### src/rtl/fetch_ctrl.sv
// Purpose: fetch-stage PC sequencer; picks next PC from sequential, branch, exception vector or ERET.
// Latency: one cycle from request edge to new pc; im_addr/fetch_adel are combinational from pc.
// Backpressure: stall holds pc; a branch seen during stall is parked and replayed on release.
//
// Ports:
//   clk, reset         rising-edge clock, async active-low reset
//   stall              hold pc this cycle
//   br_taken/br_target branch or jump redirect
//   exc_req            flush to EXC_VECTOR (wins over everything, even stall)
//   eret_req/epc       return from exception (wins over stall)
//   pc, im_addr        fetch address and its word index into instruction memory
//   fetch_valid        pc holds a real fetch (low only in the boot cycle)
//   fetch_adel         pc misaligned or outside instruction memory
//   redirect_pend      a branch captured during stall is still waiting
module fetch_ctrl #(
    parameter logic [31:0] PC_RESET   = 32'h0000_3000,
    parameter logic [31:0] EXC_VECTOR = 32'h0000_4180,
    parameter logic [31:0] IM_BASE    = 32'h0000_3000,
    parameter int unsigned IM_WORDS   = 4096
) (
    input  logic        clk,
    input  logic        reset,
    input  logic        stall,
    input  logic        br_taken,
    input  logic [31:0] br_target,
    input  logic        exc_req,
    input  logic        eret_req,
    input  logic [31:0] epc,
    output logic [31:0] pc,
    output logic [11:0] im_addr,
    output logic        fetch_valid,
    output logic        fetch_adel,
    output logic        redirect_pend
);

    typedef enum logic [1:0] {
        BOOT = 2'd0,
        RUN  = 2'd1,
        PEND = 2'd2
    } state_t;

    // One past the last legal byte address; 33 bits so the sum cannot wrap.
    localparam logic [32:0] IM_LIMIT = {1'b0, IM_BASE} + 33'(4 * IM_WORDS);

    state_t      state, state_nxt;
    logic [31:0] pc_nxt;
    logic [31:0] pend_target, pend_target_nxt;

    // State register
    always_ff @(posedge clk or negedge reset) begin
        if (!reset) begin
            state       <= BOOT;
            pc          <= PC_RESET;
            pend_target <= 32'h0;
        end else begin
            state       <= state_nxt;
            pc          <= pc_nxt;
            pend_target <= pend_target_nxt;
        end
    end

    // Next-state / next-PC selection
    always_comb begin
        state_nxt       = state;
        pc_nxt          = pc;
        pend_target_nxt = pend_target;
        case (state)
            BOOT: begin
                // Requests are ignored during the boot cycle; pc stays at reset value.
                state_nxt = RUN;
            end
            RUN, PEND: begin
                if (exc_req) begin
                    pc_nxt          = EXC_VECTOR;
                    pend_target_nxt = 32'h0;
                    state_nxt       = RUN;
                end else if (eret_req) begin
                    pc_nxt          = epc;
                    pend_target_nxt = 32'h0;
                    state_nxt       = RUN;
                end else if (stall) begin
                    // Only the first branch during a stall is kept; later ones are dropped.
                    if (state == RUN && br_taken) begin
                        pend_target_nxt = br_target;
                        state_nxt       = PEND;
                    end
                end else if (state == PEND) begin
                    // The parked redirect is older than any branch arriving now.
                    pc_nxt          = pend_target;
                    pend_target_nxt = 32'h0;
                    state_nxt       = RUN;
                end else if (br_taken) begin
                    pc_nxt = br_target;
                end else begin
                    pc_nxt = pc + 32'd4;
                end
            end
            default: begin
                state_nxt = RUN;
            end
        endcase
    end

    // Outputs
    always_comb begin
        fetch_valid   = (state != BOOT);
        redirect_pend = (state == PEND);
        im_addr       = pc[13:2];
        // Fetch continues through an address error; the exception logic decides.
        fetch_adel    = (pc[1:0] != 2'b00) || (pc < IM_BASE) || ({1'b0, pc} >= IM_LIMIT);
    end

endmodule

### config.mk
export PLATFORM = sky130hd
export DESIGN_NAME = fetch_ctrl
export DESIGN_NICKNAME = d
export VERILOG_FILES = /design/src/rtl/fetch_ctrl.sv
export SDC_FILE = /design/constraint.sdc
export NUM_CORES = 1
export LEC_CHECK = 0
export CAP_MARGIN = 20
export CORE_UTILIZATION = 50
export CTS_BUF_LIST = sky130_fd_sc_hd__clkbuf_8
export DETAILED_ROUTE_END_ITERATION = 12
export PLACE_DENSITY = 0.79
export SYNTH_ARGS = -nofsm -noshare
export SYNTH_HDL_FRONTEND = slang
export SYNTH_SLANG_ARGS = --single-unit
### constraint.sdc
create_clock -name clk -period 2.55 [get_ports clk]
set_clock_uncertainty 0.1 [all_clocks]
set_input_delay 0.3825 -clock clk [delete_from_list [all_inputs] [get_ports clk]]
set_output_delay 0.3825 -clock clk [all_outputs]
set_load 0.05 [all_outputs]
==> summary.md, run 1 <==
| Metric | Value |
|---|---|
| Hold path cells | 1 |
| 1st-iter DRT viols | 367 |
| Clock latency on the worst-skew pair | 0.35 ns |
| CTS H-tree lvls | 3 |
| Data required time of the worst path | just over 2 ns |
| Fraction of the cycle the final worst path needs | 95.2% |
| Kind of start point of the critical path | flip-flop |
| Placer's final routability congestion estimate | 0.880 |
| Number of flip-flops and latches in the synthesized netlist | 66 |
| Worst IR Drop VDD | 0.428 mV |
| Fraction of final layout cells sized beyond drive strength 1 | 11.0% |
| Number of detailed-routing iterations run before antenna repair | 6 |
| Register area share after synthesis | ~40% |
| Remaining DRCs | 0 |
| Ports | about 120 |
| Post-CTS Repair Setup Buffers | 0 |
| Dominant register cell in the synthesized netlist | sky130_fd_sc_hd__dfrtp_1 |
| Setup repair after global routing missed its margin | no |
| Synth warn | 0 |
| Critical path endpoint category | primary output |
| Routed wire length per instance | slightly above 20 µm |
| Fill cell count | 641 |
| Portion of total power attributed to combinational logic | 36.2% |
| Number of max-cap violations | 0 |
| Die Footprint | 8670 µm² |
| Vias/cell | 6.49 |
| Leakage power | about 2.4 nW |
| Sw frac | 38.7% |
| Hold Crit Class | reg2reg |
| Final Util | 71.5% |
| Final-stage net count | 641 |
| Dpl cells | between 600 and 700 |
| Clk buf depth | 2 |
| Max Fanout on Critical Path | 8 |
| Placeable Area | 7890 µm² |
| Final setup vio count | 0 |
| Logic depth of the worst setup path including buffers | 5 |
| Endpoint of the worst setup timing path | fetch_adel |
| Count of cells along the worst register-to-register path | 6 |
| Total power density per cell area | just over 600 nW/µm² |
| Number of buffer and inverter instances along the worst setup path | 1 |
| Combined flip-flop and latch cell area | 1650 µm² |
| Cells along the critical path | nor4_1 > nand2_1 > nor4_2 > nand4_1 > buf_4 |
| Count of vias placed by the detailed router | ~4400 |
| Multi-input combinational cell area | 2190 µm² |
| Global-route wire length before repair | 22000 µm |
| Critical Path AT | 1.95 ns |
| Post-synthesis net count | 532 |
| Number of enable-type register cells in the synthesized netlist | 0 |
| Number of input and output port buffers inserted | ~120 |
| Antenna diode count | 0 |
| Worst R2R End | pc[20] |
| Internal Dissipation | 2.13 mW |
| Clock sink count | 66 |
| Switch Pwr | approximately 1.3 mW |
| Layout Cells excl Fill | slightly below 700 |
| Slack of the worst reg-to-reg path | approximately 0.38 ns |
| Worst Setup SP | pc[17] |
| Outcome | completed |
| Final number of max-transition violations | 0 |
| Number of placement rows | 32 |
| Clk pwr share | 25.9% |
| CTS tree | built |
| TNS Setup | 0 ns |
| Effective utilization at floorplan | between 50 and 60% |
| Wire length after detailed routing | 13600 µm |
| Worst Max-Slew Pin Slew | 0.514 ns |
| Async S/R FF share, synth | 100% |
| Residual overflow from global routing | 0 |
| DRT antenna net count | 0 |
| Sequential cell fraction of total power | 37.9% |
| TritonCTS buffer count | 9 |
| F_max | 412 MHz |
| Number of instances in the synthesized netlist | 457 |
| Maximum number of pins on one net before global-route repair | 52 |
| Average instance area after synthesis | 9.08 µm² |
| P&R area growth vs syn | 35.9% |
| Longest individual stage delay on the worst path | 0.47 ns |
| Post-synthesis instance area | roughly 4200 µm² |
| Final Hold Fails | 0 |
| Overall track demand over capacity in global routing | between 30% and 40% |
| Count of cell types in the netlist | 63 |
| Critical Setup Path Class | reg2out |
| Sum of net half-perimeters after detailed placement | 9690 µm |
| Height of the die | 93.1 µm |
| Crit-path slowest cell | sky130_fd_sc_hd__dfrtp_1 |
| Initial antenna violation count | 0 |
| Root Driver | sky130_fd_sc_hd__clkbuf_8 |
| Horizontal die dimension | 93.1 µm |
| Number of global-route vias before repair | between 4000 and 5000 |
| Clock transition at the registers of the reported paths | 0.07 ns |
| Worst reg2reg startpoint | state[1] |
| Clock period minus final worst setup slack | 2.43 ns |
| Worst rel slew slack | 65.5% |
| Family with the most delay on the worst path | simple AND/OR/NAND/NOR gates |
| Post-layout power | about 3.5 mW |
==> state kept, by name, indices dropped and copies added, names as in the netlist <==
register,count
state,2
pend_target,32
pc,32
==> how the worst min path moves through the flow <==
stage | from | endpoint | slack [ns]
after floorplan | reset | pc[0] | -0.01
after global placement | reset | pend_target[28] | 0.27
after detailed placement | reset | pend_target[28] | 0.27
after CTS | pend_target[22] | pend_target[22] | 0.41
after global routing | pend_target[3] | pend_target[3] | 0.43
final | pend_target[22] | pend_target[22] | 0.41
==> cells in the final DEF (no fill, tap or decap), types with 6 or more instances in the layout <==
cell type and n:
sky130_fd_sc_hd__o21ai_0 21, sky130_fd_sc_hd__a22oi_1 6, sky130_fd_sc_hd__nor4_1 10, sky130_fd_sc_hd__nand4_1 11
sky130_fd_sc_hd__o211ai_1 9, sky130_fd_sc_hd__and3_1 6, sky130_fd_sc_hd__inv_1 21, sky130_fd_sc_hd__buf_4 25
sky130_fd_sc_hd__nand3_1 10, sky130_fd_sc_hd__dfrtp_1 64, sky130_fd_sc_hd__clkdlybuf4s50_1 112, sky130_fd_sc_hd__nor3_1 16
sky130_fd_sc_hd__a21oi_1 20, sky130_fd_sc_hd__clkbuf_8 11, sky130_fd_sc_hd__a22o_1 36, sky130_fd_sc_hd__xor2_1 6
sky130_fd_sc_hd__o22ai_1 14, sky130_fd_sc_hd__nand2_1 33, sky130_fd_sc_hd__nor2_1 26
==> worst reg2reg max path, stage by stage, from the launching register on <==
cell	delay (ns)
sky130_fd_sc_hd__dfrtp_1	0.37
sky130_fd_sc_hd__inv_1	0.07
sky130_fd_sc_hd__ha_1	0.41
sky130_fd_sc_hd__and3_1	0.46
sky130_fd_sc_hd__o221ai_1	0.25
sky130_fd_sc_hd__o31ai_1	0.29
sky130_fd_sc_hd__o2bb2ai_1	0.15
==> power groups by stage <==
stage               Sequential [mW]  Combinational [mW]  Clock, mW
floorplan                      1.56               0.527          0
global placement               1.33                1.23          0
detailed placement             1.33                1.25          0
CTS                            1.31                1.25      0.902
global route                   1.33                1.33      0.951
finish                         1.32                1.26      0.899
==> metal layers <==
metal  vias to the layer above  GRT usage [%]  wire length (µm)
met5                         -              0                 0
met4                         0           12.7               302
met3                        28           5.20              1110
met2                       251           54.0              6570
met1                      2121           43.0              5570
li1                       1966              -                 -
==> through the flow <==
stage | hold WS, ns | cell area [µm²] | setup slack, ns
6_report | 0.407 | 5640 | 0.121
5_1_grt | 0.426 | 5640 | 0.0824
4_1_cts | 0.411 | 5640 | 0.152
3_5_place_dp | 0.266 | 5430 | 0.128
3_3_place_gp | 0.270 | 5430 | 0.178
2_1_floorplan | -0.0131 | 4150 | 0.230
==> cell usage after synthesis, drive strengths merged (2+ instances only) <==
| master | n | area [µm²] |
|---|---|---|
| xnor2 | 2 | 17.5 |
| dfstp | 2 | 52.6 |
| mux2i | 4 | 40.0 |
| and3 | 6 | 37.5 |
| nor3 | 17 | 96.4 |
| nand2 | 33 | 124 |
| a31oi | 3 | 18.8 |
| o21a | 2 | 15.0 |
| o31a | 5 | 43.8 |
| nor2b | 2 | 12.5 |
| buf | 29 | 185 |
| nand3 | 14 | 90.1 |
| inv | 18 | 67.6 |
| a221oi | 5 | 43.8 |
| clkbuf | 17 | 63.8 |
| ha | 5 | 62.6 |
| o221ai | 4 | 35.0 |
| xor2 | 6 | 52.6 |
| o41ai | 5 | 43.8 |
| a21oi | 20 | 100 |
| nand2b | 5 | 31.3 |
| nor4 | 13 | 103 |
| o32ai | 4 | 35.0 |
| o21ai | 24 | 120 |
| o211ai | 9 | 67.6 |
| or3b | 2 | 17.5 |
| o31ai | 5 | 37.5 |
| a22o | 36 | 315 |
| or3 | 3 | 18.8 |
| o22ai | 14 | 87.6 |
| a31o | 3 | 26.3 |
| nor2 | 29 | 116 |
| a221o | 4 | 40.0 |
| a21o | 3 | 22.5 |
| dfrtp | 64 | 1600 |
| o2bb2ai | 4 | 35.0 |
| a32oi | 5 | 43.8 |
| nand4 | 12 | 81.3 |
| a22oi | 6 | 45.0 |
==> area by class of cell <==
cell class | count | area share [%]
inverter | 18 | 1.20
clock inverter | 5 | 0.821
multi-input combinational | 327 | 38.7
tap | 102 | 2.26
timing repair buffer | 144 | 25.0
clock buffer | 11 | 2.68
sequential | 66 | 29.3
==> logic make-up (layout without fill, tap and decap cells) <==
family          Yosys count  after routing  synth area share (%)
compound gates          167            167                  29.5
fa+ha+maj                 5              5                  1.51
xor+xnor                  8              8                  1.69
flops                    66             66                  39.9
simple gates            143            143                  18.8
mux                       4              4                 0.965
buf+inv                  64            178                  7.63
==> repair_timing <==
action                     in CTS  in global routing
hold endpoints to repair       18                  0
setup endpoints to repair       1                  0
hold buffers                    1                  0
resized for setup               1                  0
Power figures use the tool's default switching activity.
==> run 2, diff against run 1 <==
Settings changed: CORE_MARGIN set to 10, SKIP_LAST_GASP set to 1.
==> summary.md, run 2 (synthesis gave the netlist of run 1 again) <==
| Metric | Value |
|---|---|
| Total power density per cell area | 641 nW/µm² |
| Ports | 117 |
| Worst Setup SP | pc[17] |
| Placer's final routability congestion estimate | 0.940 |
| Number of placement rows | 33 |
| Final Hold Fails | 0 |
| Vias/cell | ~6.6 |
| Most frequent cells in the layout | sky130_fd_sc_hd__clkdlybuf4s50_1, sky130_fd_sc_hd__dfrtp_1, sky130_fd_sc_hd__a22o_1 |
| Number of detailed-routing iterations run before antenna repair | 5 |
| Worst Max-Slew Pin Slew | 0.633 ns |
| Maximum number of pins on one net before global-route repair | 52 |
| Number of global-route vias before repair | 4568 |
| Cells along the critical path | nor4_1 > nand2_1 > nor4_2 > nand4_1 > buf_4 |
| Number of input and output port buffers inserted | between 100 and 150 |
| Critical Setup Path Class | reg2out |
| Wire length after detailed routing | 14900 µm |
| Root Driver | sky130_fd_sc_hd__clkbuf_8 |
| Setup repair after global routing missed its margin | no |
| Post-CTS Repair Setup Buffers | 0 |
| Worst IR Drop VDD | 0.380 mV |
| Fill cell count | 643 |
| Clock transition at the registers of the reported paths | 0.08 ns |
| Sum of net half-perimeters after detailed placement | around 11000 µm |
| Final-stage net count | 641 |
| P&R area growth vs syn | 37.4% |
| Clock sink count | 66 |
| Height of the die | 111 µm |
| 1st-iter DRT viols | 414 |
| DRT antenna net count | 0 |
| Horizontal die dimension | 111 µm |
| CTS tree | built |
| Kind of start point of the critical path | flip-flop |
| TritonCTS buffer count | 9 |
| Worst rel slew slack | around 58% |
| Routed wire length per instance | 22.0 µm |
| Data required time of the worst path | 2.07 ns |
| Residual overflow from global routing | 0 |
| Final number of max-transition violations | 0 |
| Initial antenna violation count | 0 |
| Clock latency on the worst-skew pair | 0.35 ns |
| Crit-path slowest cell | sky130_fd_sc_hd__dfrtp_1 |
| Outcome | completed |
| F_max | 414 MHz |
| Largest registers | pc (32), pend_target (32), state (2) |
| Fraction of the cycle the final worst path needs | 94.8% |
| Max Fanout on Critical Path | 8 |
| Remaining DRCs | 0 |
| Global-route wire length before repair | 24400 µm |
| Antenna diode count | 0 |
| Count of cells along the worst register-to-register path | 6 |
| Most common library cell in the layout ignoring fill and taps | sky130_fd_sc_hd__clkdlybuf4s50_1 |
| Count of vias placed by the detailed router | 4451 |
| Placeable Area | 8130 µm² |
| Clk buf depth | 2 |
| Design area | between 5000 and 6000 µm² |
| Effective utilization at floorplan | 51.0% |
| Slack of the worst reg-to-reg path | approximately 0.2 ns |
| Worst reg2reg startpoint | state[1] |
| Leakage power | 2.36 nW |
| Fraction of final layout cells sized beyond drive strength 1 | 11.2% |
| Overall track demand over capacity in global routing | between 20% and 30% |
| Longest individual stage delay on the worst path | 0.47 ns |
| Final setup vio count | 0 |
| Hold Crit Class | in2async |
| Critical Path AT | 1.94 ns |
| Placed inst area | 5450 µm² |
| Number of max-cap violations | 0 |
| Clock period minus final worst setup slack | 2.42 ns |
| Worst R2R End | pc[12] |
| TNS Setup | 0 ns |
| Family with the most delay on the worst path | simple AND/OR/NAND/NOR gates |
| Critical path endpoint category | primary output |
| Number of buffer and inverter instances along the worst setup path | 1 |
| Die Footprint | 12300 µm² |
| CTS H-tree lvls | 3 |
==> run 2: worst max-delay path by stage <==
stage                            end  slack, ns  cells after the start
after global placement        pc[10]       0.16                      7
after floorplan               pc[27]       0.23                      8
after CTS                 fetch_adel       0.05                      5
after global routing      fetch_adel       0.09                      5
final                     fetch_adel       0.13                      5
after detailed placement      pc[12]       0.04                      7
==> run 2: worst register-to-register path, cell delays in order, from the launching register on <==
cell and delay (ns):
sky130_fd_sc_hd__dfrtp_1 0.38, sky130_fd_sc_hd__inv_1 0.07, sky130_fd_sc_hd__ha_1 0.41, sky130_fd_sc_hd__and3_1 0.56, sky130_fd_sc_hd__o221ai_1 0.29, sky130_fd_sc_hd__o31ai_1 0.32, sky130_fd_sc_hd__o2bb2ai_1 0.16
==> run 2: cell type report <==
| cell class | instances | area [µm²] | area share [%] |
|---|---|---|---|
| multi-input combinational | 327 | 2190 | 38.4 |
| sequential | 66 | 1650 | 29.0 |
| inverter | 18 | 67.6 | 1.18 |
| tap | 105 | 131 | 2.30 |
| clock inverter | 7 | 110 | 1.93 |
| timing repair buffer | 144 | 1430 | 25.0 |
| clock buffer | 9 | 124 | 2.17 |
==> run 2: what timing repair did <==
| action | 4_1_cts | 5_1_grt |
|---|---|---|
| resized for setup | 0 | 2 |
| setup endpoints to repair | 0 | 30 |
| hold buffers | 1 | 0 |
| hold endpoints to repair | 7 | 0 |
==> run 2: per-layer routing <==
layer	vias up	wire length (µm)	global-route usage [%]
met2	270	6960	36.8
met3	30	1470	6.11
met4	0	353	8.40
met5	-	0	0
met1	2179	6080	30.3
li1	1972	-	-
==> run 2: report_power, final <==
group	leakage [nW]	internal, mW	switching [mW]
Clock	0.122	0.641	0.429
Sequential	0.863	1.15	0.172
Combinational	1.38	0.483	0.776
Total	2.36	2.28	1.38
==> run 2: through the flow <==
stage | hold WS (ns) | std cells | utilization, % | power [mW] | setup WS (ns)
after floorplan | -0.0131 | 457 | - | 2.08 | 0.230
after global placement | 0.158 | 659 | 67.0 | 2.57 | 0.162
after detailed placement | 0.156 | 659 | 67.0 | 2.59 | 0.0447
after CTS | 0.320 | 676 | 70.0 | 3.65 | 0.0453
after global routing | 0.341 | 676 | 70.1 | 3.80 | 0.0931
final | 0.316 | 676 | 70.1 | 3.65 | 0.132
